## config.mk

```make
export PLATFORM = sky130hd
export DESIGN_NAME = dma_controller
export DESIGN_NICKNAME = d
export VERILOG_FILES = /design/src/rtl/global_pkg.sv /design/src/rtl/dma_controller.sv
export SDC_FILE = /design/constraint.sdc
export NUM_CORES = 1
export LEC_CHECK = 0
export ABC_AREA = 1
export BUFFER_PORTS_ARGS = -buffer_cell sky130_fd_sc_hd__buf_2
export CAP_MARGIN = 20
export CORE_UTILIZATION = 55
export CTS_CLUSTER_SIZE = 40
export DETAILED_ROUTE_END_ITERATION = 10
export PLACE_DENSITY = 0.86
export SYNTH_ARGS = -nofsm -noshare
export SYNTH_HDL_FRONTEND = slang
export SYNTH_SLANG_ARGS = --single-unit
```

## constraint.sdc

```tcl
create_clock -name Clk -period 3 [get_ports Clk]
set_clock_uncertainty 0.05 [all_clocks]
set_input_delay 0.6 -clock Clk [delete_from_list [all_inputs] [get_ports Clk]]
set_output_delay 0.6 -clock Clk [all_outputs]
set_load 0.02 [all_outputs]
```

## src/rtl/global_pkg.sv

```systemverilog
// Shared DMA definitions: controller state encoding and the buffer layout
// that the CPU memory map also relies on.
package global_pkg;

  typedef enum logic [2:0] {
    IDLE,
    RX_REQ,
    RX_WR,
    TX_REQ,
    TX_RD,
    TX_LAT,
    TX_SEND
  } dma_state_t;

  localparam logic [7:0]  DMA_RX_BASE = 8'h00;
  localparam logic [7:0]  DMA_TX_BASE = 8'h04;
  localparam int unsigned DMA_RX_LEN  = 3;
  localparam int unsigned DMA_TX_LEN  = 2;

  // Buffer addressing is plain 8-bit arithmetic; overflow wraps silently.
  function automatic logic [7:0] buf_addr(input logic [7:0] base,
                                          input logic [7:0] offset);
    return base + offset;
  endfunction

endpackage

```

## src/rtl/dma_controller.sv

```systemverilog
// UART <-> RAM DMA engine: drains the RX FIFO into a circular RAM buffer and
// streams a fixed-length RAM buffer to the transmitter, borrowing the CPU bus.
module dma_controller
  import global_pkg::*;
#(
  parameter logic [7:0]  RX_BUF_BASE = DMA_RX_BASE,
  parameter int unsigned RX_BUF_LEN  = DMA_RX_LEN,
  parameter logic [7:0]  TX_BUF_BASE = DMA_TX_BASE,
  parameter int unsigned TX_LEN      = DMA_TX_LEN
) (
  input  logic       Clk,
  input  logic       Rst_n,
  input  logic [7:0] RX_Data,
  input  logic       RX_Empty,
  output logic       Data_Read,
  output logic [7:0] TX_Data,
  output logic       Valid_D,
  input  logic       Ack_out,
  input  logic       Dma_Tx_Start,
  output logic       Ready,
  output logic       Bus_Req,
  input  logic       Bus_Grant,
  output logic [7:0] Mem_Addr,
  output logic [7:0] Mem_Data_Out,
  input  logic [7:0] Mem_Data_In,
  output logic       Mem_CS,
  output logic       Mem_WE,
  output logic       Mem_OE
);

  localparam logic [7:0] RX_LAST = 8'(RX_BUF_LEN - 1);
  localparam logic [7:0] TX_LAST = 8'(TX_LEN - 1);

  dma_state_t state;
  logic [7:0] rx_ptr;
  logic [7:0] tx_cnt;
  logic       tx_pend;

  always_ff @(posedge Clk or negedge Rst_n) begin
    if (!Rst_n) begin
      state        <= IDLE;
      rx_ptr       <= '0;
      tx_cnt       <= '0;
      tx_pend      <= 1'b0;
      Ready        <= 1'b1;
      Data_Read    <= 1'b0;
      TX_Data      <= '0;
      Valid_D      <= 1'b0;
      Bus_Req      <= 1'b0;
      Mem_Addr     <= '0;
      Mem_Data_Out <= '0;
      Mem_CS       <= 1'b0;
      Mem_WE       <= 1'b0;
      Mem_OE       <= 1'b0;
    end else begin
      // Memory strobes and the FIFO pop live for exactly one access cycle.
      Data_Read    <= 1'b0;
      Mem_Addr     <= '0;
      Mem_Data_Out <= '0;
      Mem_CS       <= 1'b0;
      Mem_WE       <= 1'b0;
      Mem_OE       <= 1'b0;

      if (Dma_Tx_Start && Ready) begin
        tx_pend <= 1'b1;
        Ready   <= 1'b0;
      end

      case (state)
        IDLE: begin
          // RX wins so the UART FIFO cannot overflow behind a long TX job.
          if (!RX_Empty) begin
            state   <= RX_REQ;
            Bus_Req <= 1'b1;
          end else if (tx_pend) begin
            state   <= TX_REQ;
            Bus_Req <= 1'b1;
          end
        end

        RX_REQ: begin
          if (Bus_Grant) begin
            state        <= RX_WR;
            Mem_CS       <= 1'b1;
            Mem_WE       <= 1'b1;
            Mem_Addr     <= buf_addr(RX_BUF_BASE, rx_ptr);
            Mem_Data_Out <= RX_Data;
            Data_Read    <= 1'b1;
          end
        end

        RX_WR: begin
          state   <= IDLE;
          Bus_Req <= 1'b0;
          rx_ptr  <= (rx_ptr == RX_LAST) ? '0 : rx_ptr + 8'd1;
        end

        TX_REQ: begin
          if (Bus_Grant) begin
            state    <= TX_RD;
            Mem_CS   <= 1'b1;
            Mem_OE   <= 1'b1;
            Mem_Addr <= buf_addr(TX_BUF_BASE, tx_cnt);
          end
        end

        TX_RD: begin
          state   <= TX_LAT;
          Bus_Req <= 1'b0;
        end

        TX_LAT: begin
          state   <= TX_SEND;
          TX_Data <= Mem_Data_In;
          Valid_D <= 1'b1;
        end

        TX_SEND: begin
          if (Ack_out) begin
            Valid_D <= 1'b0;
            state   <= IDLE;
            if (tx_cnt == TX_LAST) begin
              tx_cnt  <= '0;
              tx_pend <= 1'b0;
              Ready   <= 1'b1;
            end else begin
              tx_cnt <= tx_cnt + 8'd1;
            end
          end
        end

        default: state <= IDLE;
      endcase
    end
  end

endmodule

```

==> impl_metrics.toml <==
[clocking]
cts_setup_buffers = 0
postCtsResizedCells = 0
clock_path_buffers = 2
numCtsBuffers = 5
clk_latency_ns = 0.31
cts-root-buf = "clkbuf_8"
cts_max_level = 2
clkSinkCount = 50
cts_hold_buf = 0
cts_tree = "done"
clk_pin_slew_ns = 0.09

[floorplan]
die_area_um2 = 4810
die_y_um = 69.4
start_util_pct = 57.3
core_area_um2 = 4350
rows = 24
io_pins = 53
die_x_um = 69.4

[finish]
syn_to_final_growth_pct = 14.6
fillCellCount = 364
n_antenna_cell = 0
drive_gt1_share_pct = 26.8
fin_nets = 370
seqCellArea_um2 = 1250
fin_cells = 395
multi_input_area_um2 = 1000

[power]
p_sw_share_pct = 42.3
powerDensity_nw_per_um2 = 816
p_switching_w = 0.000987
power_leakage_nw = 1.60
seqPwrFrac_pct = 44.9
comb_power_share_pct = 37.5
ir_drop_mv = 0.633
power.total_w = 0.00233
p_clk_share_pct = 17.6
p_int_w = 0.00134

[worst_setup_path]
cp.required_ns = 2.35
crit_type = "reg2out"
critPathBufInv = 1
critical_path.cell_chain = "buf_2"
r2r_setup_slack_ns = 1.51
slowest_delay_ns = 0.55
crit_path_start_kind = "register"
crit_arrival_ns = 1.02
cp_max_fo = 3
endpoint_kind = "output pin"
critPathTopFamily = "flip-flops"
critPathSlowestCell = "dfstp_2"

[yosys]
synth_edf_count = 0
ys_warn_count = 0
synth_area_per_cell_um2 = 8.60
ys_seq_area_share_pct = 50.2
yosys_most_used_dff = "dfrtp_1"
synthCells = 290
ys_seq_elements = 50
synth_nets = 318
async_flop_share_pct = 100
synthDistinctLibCells = 29
netlist_area_um2 = 2490

[sta]
period_needed_ns = 1.67
rsz0062_at_grt = "no"
finalHoldViolations = 0
maxSlewHeadroom_pct = 59.6
tightest_slew_ns = 0.606
period_share_pct = 55.6
drv_slew = 0
timing.fmax_mhz = 600
final.setup.tns_ns = 0
setup_viol = 0

[routing]
post_drt_wl_per_cell_um = 12.1
drcViolationCount = 0
ant_nets = 0
drt_iter0_drc = 143
dr_total_vias = 2011
firstDrtPassIters = 4
drt_wl_total_um = 4780
routed_via_density = 5.09

[place]
numPortBuffers = 52
routabilityCongestion = 0.870
dp.cells = 387
dp_hpwl_um = 3480

[global_routing]
antenna_found_initial = 0
grt_max_degree = 51
grt_pass1_wl_um = 8240
grt_overflow = 0
grt_pass1_vias = 1915
grt_usage_pct = 21.4

[outcome]
outcome = "complete, no violations"

[job]
drv_cap = 0

[min_path]
hp-class = "in2async"
==> per-stage QoR <==
step,setup WS (ns),hold WS [ns],cell area [µm²],utilization [%]
after floorplan,1.73,0.254,2490,-
after global placement,1.50,0.413,2760,63.5
after detailed placement,1.43,0.408,2760,63.5
after CTS,1.32,0.359,2860,65.7
after global routing,1.29,0.388,2860,65.7
final,1.33,0.332,2860,65.7
==> cell type report <==
type | instances | share of cell area (%)
Tap cell | 52 | 2.28
Sequential cell | 50 | 43.8
Inverter | 46 | 6.13
Clock buffer | 6 | 2.89
Clock inverter | 2 | 0.438
Timing Repair Buffer | 53 | 9.37
Multi-Input combinational cell | 186 | 35.1
==> worst paths after layout <==
kind / cells after the start / endpoint / start
min: 2 / rx_ptr[2] / Rst_n
min in group Clk: 2 / Ready / Dma_Tx_Start
max: 1 / Ready / Ready
min reg2reg: 2 / Bus_Req / Bus_Req
max in group asynchronous: 2 / state[2] / Rst_n
max reg2reg: 7 / tx_cnt[1] / tx_cnt[2]
==> routing by layer <==
metal	global-route usage [%]	share of wire [%]
met4	8.39	1.2
met2	36.5	48
met1	25.3	44
met5	0	0
met3	6.54	6.7
==> power groups by stage <==
stage	clock [W]	combinational [W]	sequential, W
2_1_floorplan	0	0.000590	0.00111
3_3_place_gp	0	0.000843	0.00105
3_5_place_dp	0	0.000877	0.00106
4_1_cts	0.000419	0.000883	0.00104
5_1_grt	0.000444	0.000965	0.00107
6_report	0.000411	0.000875	0.00105
==> layout by cell type, fill, tap and decap left out <==
| cell | count |
|---|---|
| xor2_1 | 5 |
| nor2_8 | 1 |
| nand3_2 | 3 |
| dfstp_2 | 1 |
| nand4_1 | 4 |
| clkinvlp_4 | 1 |
| inv_2 | 6 |
| nand2_4 | 1 |
| nand3_1 | 28 |
| nor2_1 | 26 |
| inv_1 | 39 |
| clkbuf_8 | 6 |
| nand2_1 | 78 |
| o21ai_0 | 5 |
| o22ai_2 | 2 |
| nand3b_1 | 1 |
| nor2_4 | 2 |
| a21oi_1 | 1 |
| nand2_2 | 1 |
| ha_1 | 6 |
| o21ai_1 | 5 |
| inv_4 | 1 |
| buf_4 | 1 |
| dfrtp_1 | 49 |
| o21ai_2 | 8 |
| xnor2_1 | 1 |
| buf_2 | 52 |
| o22ai_1 | 3 |
| nor2_2 | 3 |
| clkinv_2 | 1 |
| nand3_4 | 2 |
==> sequential cells by signal, summed over array words and instances (netlist names), 3 cells and up <==
name / count
Mem_Addr: 8
Mem_Data_Out: 8
TX_Data: 8
rx_ptr: 8
state: 3
tx_cnt: 8
==> cells by family after synthesis <==
group | share of synthesized area, %
and+or+nand+nor | 28.3
adders and majority gates | 3.01
buffers and inverters | 9.58
AOI/OAI and AO/OA | 6.77
xor gates and xnor gates | 2.11
DFF | 50.2
==> synth_stat cells, types with 2 or more instances <==
library cell / instances / area (µm²)
dfrtp_1: 49 / 1230
buf_4: 2 / 15.0
nand2_1: 78 / 293
inv_1: 39 / 146
ha_1: 6 / 75.1
o22ai_2: 2 / 25.0
o21ai_1: 5 / 25.0
o22ai_1: 3 / 18.8
nand3_2: 3 / 30.0
nor2_2: 3 / 18.8
inv_2: 6 / 22.5
nand3_4: 2 / 35.0
buf_6: 3 / 33.8
nor2_1: 26 / 97.6
o21ai_2: 8 / 70.1
nand4_1: 4 / 25.0
buf_2: 3 / 15.0
xor2_1: 5 / 43.8
o21ai_0: 5 / 25.0
nor2_4: 2 / 22.5
nand3_1: 28 / 140
Power figures use the tool's default switching activity.
